[src/rtl/bit_serial_addsub_ctrl.sv]
// Bit-serial WIDTH-bit add/subtract sequencer around one full-adder slice, LSB first.
// Optional ABORT input enabled by defining BIT_SERIAL_ADDSUB_ABORT_EN.
//
// state  | meaning
// S_IDLE | waiting for START; RESULT and flags hold
// S_RUN  | one operand bit per clock through the slice
// S_FIN  | DONE pulse, RESULT and flags valid
module bit_serial_addsub_ctrl #(
  parameter int WIDTH = 16
) (
  input  logic             CLK,
  input  logic             RST_N,
  input  logic             START,
`ifdef BIT_SERIAL_ADDSUB_ABORT_EN
  input  logic             ABORT,
`endif
  input  logic             SUB,
  input  logic [WIDTH-1:0] A,
  input  logic [WIDTH-1:0] B,
  output logic             BUSY,
  output logic             DONE,
  output logic [WIDTH-1:0] RESULT,
  output logic             COUT,
  output logic             OVF,
  output logic             ZERO
);

  localparam int CNT_W = $clog2(WIDTH + 1);

  typedef enum logic [1:0] {S_IDLE, S_RUN, S_FIN} state_t;

  state_t             state_q, state_d;
  logic [WIDTH-1:0]   sa_q, sa_d;
  logic [WIDTH-1:0]   sb_q, sb_d;
  logic [WIDTH-1:0]   acc_q, acc_d;
  logic               carry_q, carry_d;
  logic [CNT_W-1:0]   cnt_q, cnt_d;
  logic               c_msb_in_q, c_msb_in_d;
  logic               busy_q, busy_d;
  logic               done_q, done_d;
  logic [WIDTH-1:0]   result_q, result_d;
  logic               cout_q, cout_d;
  logic               ovf_q, ovf_d;
  logic               zero_q, zero_d;

  logic               slice_s;
  logic               slice_c;
  logic [WIDTH-1:0]   acc_shift;

  always_comb begin
    slice_s   = sa_q[0] ^ sb_q[0] ^ carry_q;
    slice_c   = (sa_q[0] & sb_q[0]) | (sa_q[0] & carry_q) | (sb_q[0] & carry_q);
    acc_shift = {slice_s, acc_q[WIDTH-1:1]};

    state_d    = state_q;
    sa_d       = sa_q;
    sb_d       = sb_q;
    acc_d      = acc_q;
    carry_d    = carry_q;
    cnt_d      = cnt_q;
    c_msb_in_d = c_msb_in_q;
    busy_d     = busy_q;
    done_d     = 1'b0;
    result_d   = result_q;
    cout_d     = cout_q;
    ovf_d      = ovf_q;
    zero_d     = zero_q;

    case (state_q)
      S_IDLE: begin
        if (START) begin
          // subtraction is A + ~B + 1: invert B and seed the carry with SUB
          sa_d    = A;
          sb_d    = B ^ {WIDTH{SUB}};
          carry_d = SUB;
          cnt_d   = '0;
          busy_d  = 1'b1;
          state_d = S_RUN;
        end
      end
      S_RUN: begin
        acc_d   = acc_shift;
        sa_d    = sa_q >> 1;
        sb_d    = sb_q >> 1;
        carry_d = slice_c;
        cnt_d   = cnt_q + CNT_W'(1);
        if (cnt_q == CNT_W'(WIDTH - 2)) begin
          c_msb_in_d = slice_c;
        end
        if (cnt_q == CNT_W'(WIDTH - 1)) begin
          state_d  = S_FIN;
          busy_d   = 1'b0;
          done_d   = 1'b1;
          result_d = acc_shift;
          cout_d   = slice_c;
          ovf_d    = c_msb_in_q ^ slice_c;
          zero_d   = (acc_shift == '0);
        end
`ifdef BIT_SERIAL_ADDSUB_ABORT_EN
        // abort wins over completion, published results stay untouched
        if (ABORT) begin
          state_d  = S_IDLE;
          busy_d   = 1'b0;
          done_d   = 1'b0;
          result_d = result_q;
          cout_d   = cout_q;
          ovf_d    = ovf_q;
          zero_d   = zero_q;
        end
`endif
      end
      S_FIN: begin
        state_d = S_IDLE;
      end
      default: begin
        state_d = S_IDLE;
        busy_d  = 1'b0;
      end
    endcase
  end

  always_ff @(posedge CLK or negedge RST_N) begin
    if (!RST_N) begin
      state_q    <= S_IDLE;
      sa_q       <= '0;
      sb_q       <= '0;
      acc_q      <= '0;
      carry_q    <= 1'b0;
      cnt_q      <= '0;
      c_msb_in_q <= 1'b0;
      busy_q     <= 1'b0;
      done_q     <= 1'b0;
      result_q   <= '0;
      cout_q     <= 1'b0;
      ovf_q      <= 1'b0;
      zero_q     <= 1'b0;
    end else begin
      state_q    <= state_d;
      sa_q       <= sa_d;
      sb_q       <= sb_d;
      acc_q      <= acc_d;
      carry_q    <= carry_d;
      cnt_q      <= cnt_d;
      c_msb_in_q <= c_msb_in_d;
      busy_q     <= busy_d;
      done_q     <= done_d;
      result_q   <= result_d;
      cout_q     <= cout_d;
      ovf_q      <= ovf_d;
      zero_q     <= zero_d;
    end
  end

  assign BUSY   = busy_q;
  assign DONE   = done_q;
  assign RESULT = result_q;
  assign COUT   = cout_q;
  assign OVF    = ovf_q;
  assign ZERO   = zero_q;

endmodule

[config.mk]
export PLATFORM = sky130hd
export DESIGN_NAME = bit_serial_addsub_ctrl
export DESIGN_NICKNAME = d
export VERILOG_FILES = /design/src/rtl/bit_serial_addsub_ctrl.sv
export SDC_FILE = /design/constraint.sdc
export NUM_CORES = 1
export LEC_CHECK = 0
export ABC_AREA = 1
export CAP_MARGIN = 20
export CORE_MARGIN = 2
export CORE_UTILIZATION = 55
export CTS_BUF_LIST = sky130_fd_sc_hd__clkbuf_4 sky130_fd_sc_hd__clkbuf_8
export DETAILED_ROUTE_END_ITERATION = 6
export GPL_TIMING_DRIVEN = 0
export PLACE_DENSITY_LB_ADDON = 0.2
export RECOVER_POWER = 50
export SKIP_LAST_GASP = 1
export SLEW_MARGIN = 20
export SYNTH_ARGS = -nofsm -noshare
export SYNTH_HDL_FRONTEND = slang
export SYNTH_SLANG_ARGS = --single-unit
[constraint.sdc]
create_clock -name CLK -period 1.9 [get_ports CLK]
set_clock_uncertainty 0.2 [all_clocks]
set_input_delay 0.19 -clock CLK [delete_from_list [all_inputs] [get_ports CLK]]
set_output_delay 0.19 -clock CLK [all_outputs]
set_load 0.02 [all_outputs]
==> results.tsv <==
metric	value	unit
drive_gt1_frac	0.0909	
die_h	82.7	um
p_leak	2.11	nW
start_kind	flip-flop	
diodes	0	
crit_fanout	10	
die_w	82.7	um
crit_buf_inv	3	
clockBufferDepth	2	
grt_pass1_wl	11.6	mm
tightest_slew	843	ps
hpwl	4.74	mm
p_total	6.32	mW
max_cap_violations	0	
placed_area	0.00407	mm^2
layout_min_cycle_time	1750	ps
cts_root_buf	clkbuf_8	
finalSetupTns	0	ps
hold_class	in -> reg	
core	0.00596	mm^2
synth_edf_count	0	
grtUsageTotal	0.226	
totalWireLength	6.68	mm
vias_per_cell	5.08	
fin_nets	497	
async_flop_share	1.00	
critical_path.top_delay_family	buffers and inverters	
crit_chain	inv_1 > nor2_8 > inv_1 > clkbuf_1 > nand3_1 > nand3_1	
drc_errors	0	
synth_area_per_cell	8.77	um^2
critPathRequiredTime	1970	ps
netlist_area	0.00340	mm^2
cts_tree	yes	
dr.pass1.iters	4	
portBuffers	55	
cts_buffers	9	
final_area	0.00432	mm^2
cts.sinks	77	
grt_max_degree	47	
max_stage_delay	420	ps
die_area	0.00683	mm^2
cp-startpoint	state_q[0]	
ir_worst_vdd	0.806	mV
postSynthCellCount	388	
antenna_found_initial	0	
worstSkewPairLatency	340	ps
place_congestion	0.782	
rsz0062_at_grt	false	
route.vias.total	2726	
drt.antenna.violating_nets	0	
fin_cells	537	
rows	28	
drv_slew	0	
hold_start	SUB	
max_slew_margin	0.438	
fin_crit_sh	0.920	
grt_pass1_vias	2616	
grt_overflow_total	0	
synth-seq-area-share	0.566	
initial_utilization	0.571	
ys.flop_type	dfrtp_1	
areaGrowthSynthToFinish	27.1	%
drtIter0Drc	193	
power_density	1460	mW/mm^2
cp-end-kind	flip-flop	
fmax	572	MHz
fin_hold_ws	28.6	ps
synth_warnings	0	
pin_count	57	
placedCellCount	519	
slowest_stage	dfrtp_1	
hold_viol_final	0	
syn-num-nets	428	
ys_ff_latch	77	
wire_per_inst	12.4	um
htreeDepth	3	
path_class	reg -> reg	
status	complete, no violations	
r2r-start	state_q[0]	
setup_violations	0	
cp_data_arrival_time	1820	ps
ys_types	20	
path_clk_slew	80	ps
-- layout by cell type, fill, tap and decap left out, types with 2 or more instances in the layout --
master,synthesis,layout
buf_2,14,8
buf_4,2,4
buf_6,2,2
bufinv_16,0,2
clkbuf_1,1,4
clkbuf_4,0,3
clkbuf_8,0,10
clkdlybuf4s50_1,0,54
dfrtp_1,77,77
ha_1,3,3
inv_1,21,23
inv_2,5,3
nand2_1,139,139
nand2_2,3,2
nand3_1,49,49
nor2_1,14,14
o21ai_0,17,17
o21ai_1,20,20
xnor2_1,2,2
xor2_1,15,15
-- synthesized netlist by cell type, types with 2 or more instances --
master	n	share of area
nand2_1	139	0.15
xnor2_1	2	0.0051
inv_2	5	0.0055
buf_6	2	0.0066
buf_4	2	0.0044
nand2_2	3	0.0055
o21ai_1	20	0.029
buf_2	14	0.021
ha_1	3	0.011
dfrtp_1	77	0.57
xor2_1	15	0.039
inv_1	21	0.023
nand3_1	49	0.072
o21ai_0	17	0.025
nor2_1	14	0.015
-- state kept, by name, indices dropped and copies added, names as in the netlist --
| register | count |
|---|---|
| DONE | 1 |
| RESULT | 16 |
| c_msb_in_q | 1 |
| state_q | 2 |
| sb_q | 16 |
| cnt_q | 5 |
| acc_q | 15 |
| BUSY | 1 |
| OVF | 1 |
| sa_q | 16 |
| carry_q | 1 |
| ZERO | 1 |
| COUT | 1 |
-- per-layer routing --
metal	vias up	part of all wire	track usage
met1	1284	0.46	0.293
li1	1366	-	-
met3	8	0.036	0.0435
met5	-	0	0
met4	0	0.0093	0.0951
met2	68	0.49	0.372
-- cell type report --
cell class                 instances  area [um^2]
multi-input combinational        266         1270
tap                               75         93.8
buffer                            19          115
sequential                        77         1930
clock inverter                     5         82.6
fill                             485         1630
inverter                          26         97.6
clock buffer                      11          145
timing repair buffer              58          591
-- worst register-to-register path: stages, from the launching register on --
cell,delay (ps)
dfrtp_1,420
inv_1,160
nor2_8,70
inv_1,150
clkbuf_1,410
nand3_1,150
nand3_1,130
-- where the power goes --
group | switching, mW | internal, mW | leakage, nW
Clock | 0.599 | 0.795 | 0.117
Sequential | 0.391 | 2.28 | 0.958
Combinational | 1.28 | 0.976 | 1.04
Total | 2.27 | 4.05 | 2.11
-- path summary, 6_finish.rpt --
check,end,slack [ps],depth (start not counted)
setup reg to reg,sb_q[12],150,6
hold / removal,sb_q[4],30,4
hold reg to reg,RESULT[0],280,2
max in group asynchronous,state_q[0],530,3
min in group asynchronous,sa_q[2],280,2
setup / recovery,sb_q[12],150,6
-- cell families after synthesis --
kind of cell / count (synthesis) / synth area share
xor+xnor: 17 / 0.0438
compound gates: 38 / 0.0563
simple gates: 207 / 0.256
fa+ha+maj: 4 / 0.0169
flops: 77 / 0.566
buf+inv: 45 / 0.0614
-- what timing repair did --
item / 4_1_cts / 5_1_grt
setup buffers: 0 / 1
setup endpoints to repair: 0 / 18
hold buffers: 1 / 0
hold endpoints to repair: 77 / 0
resized for setup: 0 / 5
-- stage by stage --
step | util | setup WS, ps
after CTS | 0.724 | 19.8
after detailed placement | 0.684 | 97.3
after floorplan | - | 307
final | 0.726 | 151
after global placement | 0.680 | -2200
after global routing | 0.726 | 13.2
Note: power is estimated with default switching activity, not from simulation.
